--- src/rtl/resonant_sys_mc.sv ---
`timescale 1ns/1ps
`default_nettype none
// ============================================================================
// Module      : resonant_sys_mc
// Description : Multi-channel charge-balancing integrator. Each channel adds
//               its unsigned reference to a saturating accumulator. When the
//               accumulator reaches Q_PER_PULSE, one charge quantum is removed
//               and a fixed-width pulse is emitted on q_serialized. Channels
//               share only clk, rst and start.
// Build macro : RESONANT_SYS_MC_COUNT_EN - when defined, each channel has a
//               wrapping pulse counter on pulse_count. When undefined, no
//               counter registers exist and pulse_count reads 0.
// Ports       : clk          - clock, rising edge
//               rst          - asynchronous active-high reset
//               start        - integration enable, shared by all channels
//               i_ref        - N_CH x BUS_WIDTH unsigned references
//               q_serialized - N_CH per-channel pulse outputs
//               pulse_count  - N_CH x CNT_WIDTH per-channel pulse counts
//               overflow     - N_CH sticky accumulator-saturation flags
// Revision    : 1.0 - initial release
// ============================================================================
module resonant_sys_mc #(
    parameter int BUS_WIDTH      = 10,
    parameter int N_CH           = 2,
    parameter int PULSE_DURATION = 3,
    parameter int Q_PER_PULSE    = 60,
    parameter int CNT_WIDTH      = 16
) (
    input  logic                        clk,
    input  logic                        rst,
    input  logic                        start,
    input  logic [N_CH*BUS_WIDTH-1:0]   i_ref,
    output logic [N_CH-1:0]             q_serialized,
    output logic [N_CH*CNT_WIDTH-1:0]   pulse_count,
    output logic [N_CH-1:0]             overflow
);

    localparam int ACC_W = BUS_WIDTH + 4;
    localparam int PD_W  = (PULSE_DURATION > 1) ? $clog2(PULSE_DURATION) : 1;

    localparam logic [ACC_W-1:0] C_Q_PER_PULSE = ACC_W'(Q_PER_PULSE);
    localparam logic [PD_W-1:0]  C_PD_LAST     = PD_W'(PULSE_DURATION - 1);
    localparam logic [PD_W-1:0]  C_PD_ONE      = PD_W'(1);

    typedef enum logic [1:0] {
        S_IDLE  = 2'd0,
        S_INTEG = 2'd1,
        S_PULSE = 2'd2
    } state_t;

    for (genvar k = 0; k < N_CH; k++) begin : g_ch
        state_t                 state_q, state_d;
        logic [ACC_W-1:0]       acc_q, acc_d;
        logic [PD_W-1:0]        pcnt_q, pcnt_d;
        logic                   ovf_q, ovf_d;

        logic [BUS_WIDTH-1:0]   w_ref;
        logic [ACC_W:0]         w_sum;
        logic                   w_carry;
        logic [ACC_W-1:0]       w_acc_sat;

        assign w_ref     = i_ref[k*BUS_WIDTH +: BUS_WIDTH];
        // One extra bit catches the carry out so the add can clamp to all-ones.
        assign w_sum     = {1'b0, acc_q} + (ACC_W+1)'(w_ref);
        assign w_carry   = w_sum[ACC_W];
        assign w_acc_sat = w_carry ? '1 : w_sum[ACC_W-1:0];

        always_ff @(posedge clk or posedge rst) begin
            if (rst) begin
                state_q <= S_IDLE;
                acc_q   <= '0;
                pcnt_q  <= '0;
                ovf_q   <= 1'b0;
            end else begin
                state_q <= state_d;
                acc_q   <= acc_d;
                pcnt_q  <= pcnt_d;
                ovf_q   <= ovf_d;
            end
        end

        always_comb begin
            state_d = state_q;
            acc_d   = acc_q;
            pcnt_d  = pcnt_q;
            ovf_d   = ovf_q;
            case (state_q)
                S_IDLE: begin
                    acc_d  = '0;
                    pcnt_d = '0;
                    if (start) begin
                        state_d = S_INTEG;
                        ovf_d   = 1'b0;
                    end
                end
                S_INTEG: begin
                    if (!start) begin
                        // Leaving integration discards the accumulator; no
                        // addition happens on this edge.
                        state_d = S_IDLE;
                        acc_d   = '0;
                    end else begin
                        if (w_carry) begin
                            ovf_d = 1'b1;
                        end
                        // Threshold is checked on the clamped value, so a
                        // saturated accumulator still fires every period.
                        if (w_acc_sat >= C_Q_PER_PULSE) begin
                            acc_d   = w_acc_sat - C_Q_PER_PULSE;
                            state_d = S_PULSE;
                            pcnt_d  = '0;
                        end else begin
                            acc_d   = w_acc_sat;
                        end
                    end
                end
                S_PULSE: begin
                    // The pulse always runs to full length; start is only
                    // looked at on its final edge.
                    if (pcnt_q == C_PD_LAST) begin
                        pcnt_d = '0;
                        if (start) begin
                            state_d = S_INTEG;
                            acc_d   = w_acc_sat;
                            if (w_carry) begin
                                ovf_d = 1'b1;
                            end
                        end else begin
                            state_d = S_IDLE;
                            acc_d   = '0;
                        end
                    end else begin
                        pcnt_d = pcnt_q + C_PD_ONE;
                        acc_d  = w_acc_sat;
                        if (w_carry) begin
                            ovf_d = 1'b1;
                        end
                    end
                end
                default: begin
                    state_d = S_IDLE;
                    acc_d   = '0;
                    pcnt_d  = '0;
                end
            endcase
        end

        // Pulse output is a pure decode of the state register, so it is glitch
        // free and rises on the same edge that enters PULSE.
        assign q_serialized[k] = (state_q == S_PULSE);
        assign overflow[k]     = ovf_q;

`ifdef RESONANT_SYS_MC_COUNT_EN
        localparam logic [CNT_WIDTH-1:0] C_CNT_ONE = CNT_WIDTH'(1);

        logic                   w_fire;
        logic [CNT_WIDTH-1:0]   cnt_q;

        assign w_fire = (state_q == S_INTEG) && (state_d == S_PULSE);

        // Counter wraps naturally and is only cleared by rst, never by start.
        always_ff @(posedge clk or posedge rst) begin
            if (rst) begin
                cnt_q <= '0;
            end else if (w_fire) begin
                cnt_q <= cnt_q + C_CNT_ONE;
            end
        end

        assign pulse_count[k*CNT_WIDTH +: CNT_WIDTH] = cnt_q;
`else
        assign pulse_count[k*CNT_WIDTH +: CNT_WIDTH] = '0;
`endif
    end

endmodule

`default_nettype wire

--- config.mk ---
export PLATFORM = sky130hd
export DESIGN_NAME = resonant_sys_mc
export DESIGN_NICKNAME = d
export VERILOG_FILES = /design/src/rtl/resonant_sys_mc.sv
export SDC_FILE = /design/constraint.sdc
export NUM_CORES = 1
export LEC_CHECK = 0
export CORE_UTILIZATION = 51
export DETAILED_ROUTE_END_ITERATION = 8
export GPL_ROUTABILITY_DRIVEN = 0
export PLACE_DENSITY = 0.88
export SKIP_CTS_REPAIR_TIMING = 1
export SYNTH_ARGS = -nofsm -noshare
export SYNTH_HDL_FRONTEND = slang
export SYNTH_SLANG_ARGS = --single-unit
--- constraint.sdc ---
create_clock -name clk -period 4.1 [get_ports clk]
set_input_delay 0.82 -clock clk [delete_from_list [all_inputs] [get_ports clk]]
set_output_delay 0.82 -clock clk [all_outputs]
set_load 0.03 [all_outputs]
Word-level counts from Yosys, hierarchy flattened
Index checks and enable logic that the tools add are counted.
{"block": "op_classes", "order_cmp": 2, "muxes": 39, "mul": 0, "bitwise_logic": 0, "eq_ne": 16, "n_div": 0, "shifts": 0, "reduce_logical": 10, "n_addsub": 6}
{"op": "$mux 14", "count": 10}
{"op": "$pmux 14 s2", "count": 2}
{"op": "$add 14x10->15", "count": 2}
{"op": "$ge 14x6->1 const B", "count": 2}
{"op": "$sub 14x6->14 const B", "count": 2}
{"op": "$mux 2", "count": 13}
{"op": "$ne 2x2->1 const B", "count": 6}
{"op": "$pmux 2 s3", "count": 2}
{"op": "$eq 2x2->1 const B", "count": 4}
{"op": "$mux 1", "count": 8}
{"op": "$pmux 2 s2", "count": 2}
{"op": "$reduce_and 2->1", "count": 4}
{"op": "$ne 3x3->1 const B", "count": 2}
{"op": "$pmux 1 s3", "count": 2}
{"op": "$reduce_and 3->1", "count": 2}
{"op": "$reduce_bool 3->1", "count": 2}
{"op": "$add 2x1->2 const B", "count": 2}
{"op": "$eq 2x1->1 const B", "count": 2}
{"op": "$logic_not 2->1", "count": 2}
{"op": "$ne 2x1->1 const B", "count": 2}
{"block": "word_totals", "ram_bits": 0, "register_bits": 38, "memories": 0, "rom_bits": 0, "latch_bits": 0, "word_cells": 81, "output_inout_bits": 36}

Logic depth before layout (Yosys ltp)
Gate-level depths: netlist of the first run.
{"block": "depth", "word_depth": 6, "depth_mapped": 16, "mapped_depth_nobuf": 14}

Least setup slack after synthesis of the first run
OpenSTA, ideal clock, no wires.
{"block": "synth_timing", "kind": "input to register", "start": "input port i_ref[0]", "end": "register g_ch[0].pcnt_q[0]", "setup_ns": 0.128, "cell_stages": 14, "arrival_time_ns": 4.324, "required_ns": 3.972, "n_path_buf": 2, "path_slack_ns": -0.352, "cell_sequence": "ha_1 fa_1 a21o_1 a221oi_4 o221ai_2 nor2b_4 clkbuf_1 or2_2 ha_1 a31o_2 or4_1 buf_4 a21boi_4 mux2_1"}
{"block": "synth_via", "elab_chain_len": 5}
{"item": "start: declaration", "line_no": "32", "rtl": "input logic [N_CH*BUS_WIDTH-1:0] i_ref,"}
{"item": "$add 14x10->15", "line_no": "64", "rtl": "assign w_sum = {1'b0, acc_q} + (ACC_W+1)'(w_ref);"}
{"item": "$mux 14", "line_no": "66", "rtl": "assign w_acc_sat = w_carry ? '1 : w_sum[ACC_W-1:0];"}
{"item": "$ge 14x6->1", "line_no": "108", "rtl": "if (w_acc_sat >= C_Q_PER_PULSE) begin"}
{"item": "$ne 2x2->1 (no source line)"}
{"item": "$reduce_and 2->1 (no source line)"}
{"item": "end signal: assignment", "line_no": "77", "rtl": "pcnt_q <= pcnt_d;"}
{"item": "end: declaration", "line_no": "54", "rtl": "logic [PD_W-1:0] pcnt_q, pcnt_d;"}
Every way passes these cells.
A chain may end at the register's enable or synchronous reset.

Worst setup path after layout of the first run
{"block": "layout_timing", "start": "input port i_ref[1]", "end": "register g_ch[0].pcnt_q[0]"}
Same word-level chain as after synthesis.

==> impl_metrics.csv, run 1 <==
group,metric,value,unit
run_status,status,"finished, final reports clean",
synthesis,synth_edf_count,0,
power,design_power_total,0.00344,W
final_layout,area_delta_synth_final,22.1,%
global_route,grt_first_pass_wirelength,17.6,mm
critical_path,worstPathCellList,"clkdlybuf4s50_1, fa_2, a21o_1, a221oi_4, o221ai_4, nor2b_4, or2_4, ha_4, a31o_4, or4_4, a21boi_4, mux2_4",
final_layout,num-fill-cells,607,
final_layout,multiInputGateArea,2920,um^2
floorplan,initial_utilization,52.6,%
route,initialDrtViolationCount,323,
critical_path,critPathLaunchType,"primary input",
timing,finalClockSkew,0.00591,ns
clocking,num_cts_buffers,5,
final_layout,stdcell_count,678,
clocking,clkSlewWorstSetupHoldPaths,0.07,ns
synthesis,synth_async_sr_flop_share,100,%
global_route,global_route.usage.met2,45.6,%
timing,timing.final.ws_setup,0.0595,ns
clocking,cts_tree,"yes",
timing,max_slew_margin,66.2,%
critical_path,critPathKind,"in -> reg",
timing,maximum_frequency_from_static_timing_analysis,247,MHz
clocking,h-tree-depth,2,
synthesis,number_of_synthesized_register_bits,38,
critical_path,critical_path_peak_fanout,8,
floorplan,pin_count,59,
floorplan,fp-row-count,32,
timing,report.final.slew_viol_count,0,
global_route,met3_usage_grt,3.18,%
synthesis,avgSynthCellArea,8.15,um^2
global_route,grt_antenna_before_repair,0,
clocking,clk-insertion-delay-late,0.30,ns
synthesis,synthDominantCellAreaShare,23.5,%
synthesis,synth.largest_area_cell,"sky130_fd_sc_hd__dfrtp_1",
route,routed_wirelength,11.0,mm
critical_path,worstSetupEndpointType,"flip-flop",
flow_run,drv.max_cap_violation_count,0,
timing,hold_violations,0,
floorplan,die_width,91.0,um
final_layout,drive_gt1_share,19.6,%
route,detail_route.vias_per_cell,6.09,
critical_path,crit_slowest_cell,"sky130_fd_sc_hd__or4_4",
route,dr_total_vias,4132,
global_route,gr-total-overflow,0,
placed_design,dp_hpwl,8.22,mm
route,antenna_left,0,
synthesis,synth_cells,496,
global_route,grt_max_degree,39,
global_route,overall_fraction_of_global_route_tracks_in_use,25.9,%
global_route,grt_pass1_vias,3918,
placed_design,place.detailed.instances,668,
synthesis,synth.yosys.seq_area_share,23.5,%
global_route,globalRoute.busiestLayer,"met2",
placed_design,io_buffers,26,
synthesis,post_synth_instance_area,4040,um^2
clocking,numClockSinks,38,
synthesis,yosysWarningCount,0,
critical_path,crit_path_max_incr_delay,0.57,ns
synthesis,netlist-cell-type-count,80,
route,drt_drc_violations_left,0,
route,detail_route.first_pass.iterations,5,
synthesis,cell_types_occupying_the_most_area_after_synthesis,"sky130_fd_sc_hd__dfrtp_1 24%, sky130_fd_sc_hd__ha_1 9.9%, sky130_fd_sc_hd__buf_4 6.5%, sky130_fd_sc_hd__nand2_1 4.0%, sky130_fd_sc_hd__a21oi_1 3.8%",
critical_path,arrival_worst_endpoint,4.22,ns
clocking,clk_root_buffer_cell,"sky130_fd_sc_hd__clkbuf_8",
hold_path,path_type_of_the_worst_min_delay_path,"reg -> reg",
power,power_per_cell_area,696,nW/um^2
final_layout,finalNetCount,634,
floorplan,core_area,7690,um^2
clocking,cts_buffer_depth,2,
final_layout,num_antenna_cells,0,
final_layout,area.sequential,951,um^2
power,power.leakage,2.25,nW
timing,final.min_clock_period,4.04,ns
placed_design,pre_cts_slack,-0.521,ns
timing,least_margin_pin_slew,0.507,ns
timing,post_route_fraction_of_the_period_consumed_by_the_critical_path,98.5,%
floorplan,die_h,91.0,um
route,wire_per_inst,16.2,um
floorplan,floorplan.die_area,8280,um^2
synthesis,postSynth.topFlopCell,"sky130_fd_sc_hd__dfrtp_1",
critical_path,worstPathRequired,4.28,ns
timing,setup_viol,0,
power,peakVddDrop,0.256,mV
global_route,global_route.usage.met1,32.3,%
power by group:
part | internal, W | switching [W]
clock | 0.000130 | 0.000138
combinational | 0.00117 | 0.00143
sequential | 0.000485 | 0.0000808
metrics by stage:
stage | TNS, ns | utilization [%] | hold WS (ns) | area [um^2]
4_1_cts | -0.810 | 63.2 | 0.562 | 4860
2_1_floorplan | -0.339 | - | 0.492 | 4240
6_report | 0 | 64.2 | 0.552 | 4940
5_1_grt | -0.0247 | 64.2 | 0.586 | 4940
3_5_place_dp | -6.65 | 62.2 | 0.545 | 4780
3_3_place_gp | -3.22 | 62.2 | 0.519 | 4780
layout by cell type, fill, tap and decap left out, types with 11 or more instances in the layout:
cell type	netlist	final
sky130_fd_sc_hd__a21oi_1	31	31
sky130_fd_sc_hd__buf_4	35	72
sky130_fd_sc_hd__clkdlybuf4s50_1	0	25
sky130_fd_sc_hd__conb_1	1	32
sky130_fd_sc_hd__dfrtp_1	38	38
sky130_fd_sc_hd__ha_1	32	27
sky130_fd_sc_hd__inv_1	13	13
sky130_fd_sc_hd__nand2_1	43	43
sky130_fd_sc_hd__nand3_1	23	22
sky130_fd_sc_hd__nor2_1	41	39
sky130_fd_sc_hd__o21a_1	13	13
sky130_fd_sc_hd__o21ai_0	22	22
sky130_fd_sc_hd__xnor2_1	11	11
critical path, delay by kind of cell:
family	cells	cell delay (ns)
buf+inv	1	0.45
mux	1	0.31
fa+ha+maj	2	0.54
compound gates	5	1.14
simple gates	3	0.98
logic make-up after synthesis:
kind of cell | Yosys count | synth area share [%]
AND/OR/NAND/NOR | 185 | 23.9
flip-flops | 38 | 23.5
AO/OA/AOI/OAI | 142 | 25.2
other | 1 | 0.0928
multiplexers | 11 | 2.91
XOR/XNOR | 17 | 3.68
adder cells (fa/ha/maj) | 34 | 10.9
buffers and inverters | 68 | 9.81
per-layer routing:
metal | vias to the layer above | share of wire, % | routed length, um
li1 | 1915 | - | -
met1 | 1981 | 43 | 4700
met2 | 200 | 49 | 5370
met3 | 36 | 6.0 | 655
met4 | 0 | 2.3 | 254
met5 | - | 0 | 0
cell usage after synthesis, types with 4 or more instances:
cell	n
sky130_fd_sc_hd__or4_1	6
sky130_fd_sc_hd__nand4_1	7
sky130_fd_sc_hd__o31a_1	4
sky130_fd_sc_hd__clkbuf_1	15
sky130_fd_sc_hd__or3_1	5
sky130_fd_sc_hd__nand3_1	23
sky130_fd_sc_hd__o211ai_1	7
sky130_fd_sc_hd__inv_1	13
sky130_fd_sc_hd__nor4_1	4
sky130_fd_sc_hd__ha_1	32
sky130_fd_sc_hd__o22ai_1	4
sky130_fd_sc_hd__a31oi_1	5
sky130_fd_sc_hd__xor2_1	6
sky130_fd_sc_hd__buf_4	35
sky130_fd_sc_hd__a21oi_1	31
sky130_fd_sc_hd__nor3_1	5
sky130_fd_sc_hd__a21o_1	8
sky130_fd_sc_hd__xnor2_1	11
sky130_fd_sc_hd__nor2_1	41
sky130_fd_sc_hd__o21a_1	13
sky130_fd_sc_hd__nor2b_1	8
sky130_fd_sc_hd__o21ai_0	22
sky130_fd_sc_hd__nand2_1	43
sky130_fd_sc_hd__or2_2	5
sky130_fd_sc_hd__and2_1	7
sky130_fd_sc_hd__nand2b_1	8
sky130_fd_sc_hd__dfrtp_1	38
sky130_fd_sc_hd__mux2i_1	5
sky130_fd_sc_hd__and3_1	6
area by class of cell:
class / count / share of cell area (%)
well taps: 102 / 2.59
clock buffers: 6 / 1.67
flip-flops and latches: 38 / 19.3
multi-input cells: 421 / 59.2
repair buffers: 98 / 16.3
inverters: 13 / 0.989
state kept, by name, summed over array words and instances (netlist names):
register      flops
g_ch.ovf_q        2
g_ch.acc_q       28
g_ch.pcnt_q       4
g_ch.state_q      4
worst paths after layout:
| path | start | cells past startpoint | endpoint | slack [ns] |
|---|---|---|---|---|
| max | i_ref[1] | 12 | g_ch[0].pcnt_q[0]$_DFFE_PP0P_ | 0.06 |
| min | g_ch[1].ovf_q$_DFFE_PP0P_ | 2 | g_ch[1].ovf_q$_DFFE_PP0P_ | 0.55 |
| max reg2reg | g_ch[0].acc_q[0]$_DFF_PP0_ | 12 | g_ch[0].pcnt_q[0]$_DFFE_PP0P_ | 0.42 |
| min reg2reg | g_ch[1].ovf_q$_DFFE_PP0P_ | 2 | g_ch[1].ovf_q$_DFFE_PP0P_ | 0.55 |
| max in group asynchronous | rst | 3 | g_ch[0].acc_q[12]$_DFF_PP0_ | 2.81 |
| min in group asynchronous | rst | 3 | g_ch[0].ovf_q$_DFFE_PP0P_ | 0.94 |
Power figures use the tool's default switching activity.
==> run 2: changes to the inputs <==
Settings changed: SLEW_MARGIN set to 20.
==> results of run 2 <==
The final DEF is identical to that of run 1; final timing and power are the same.
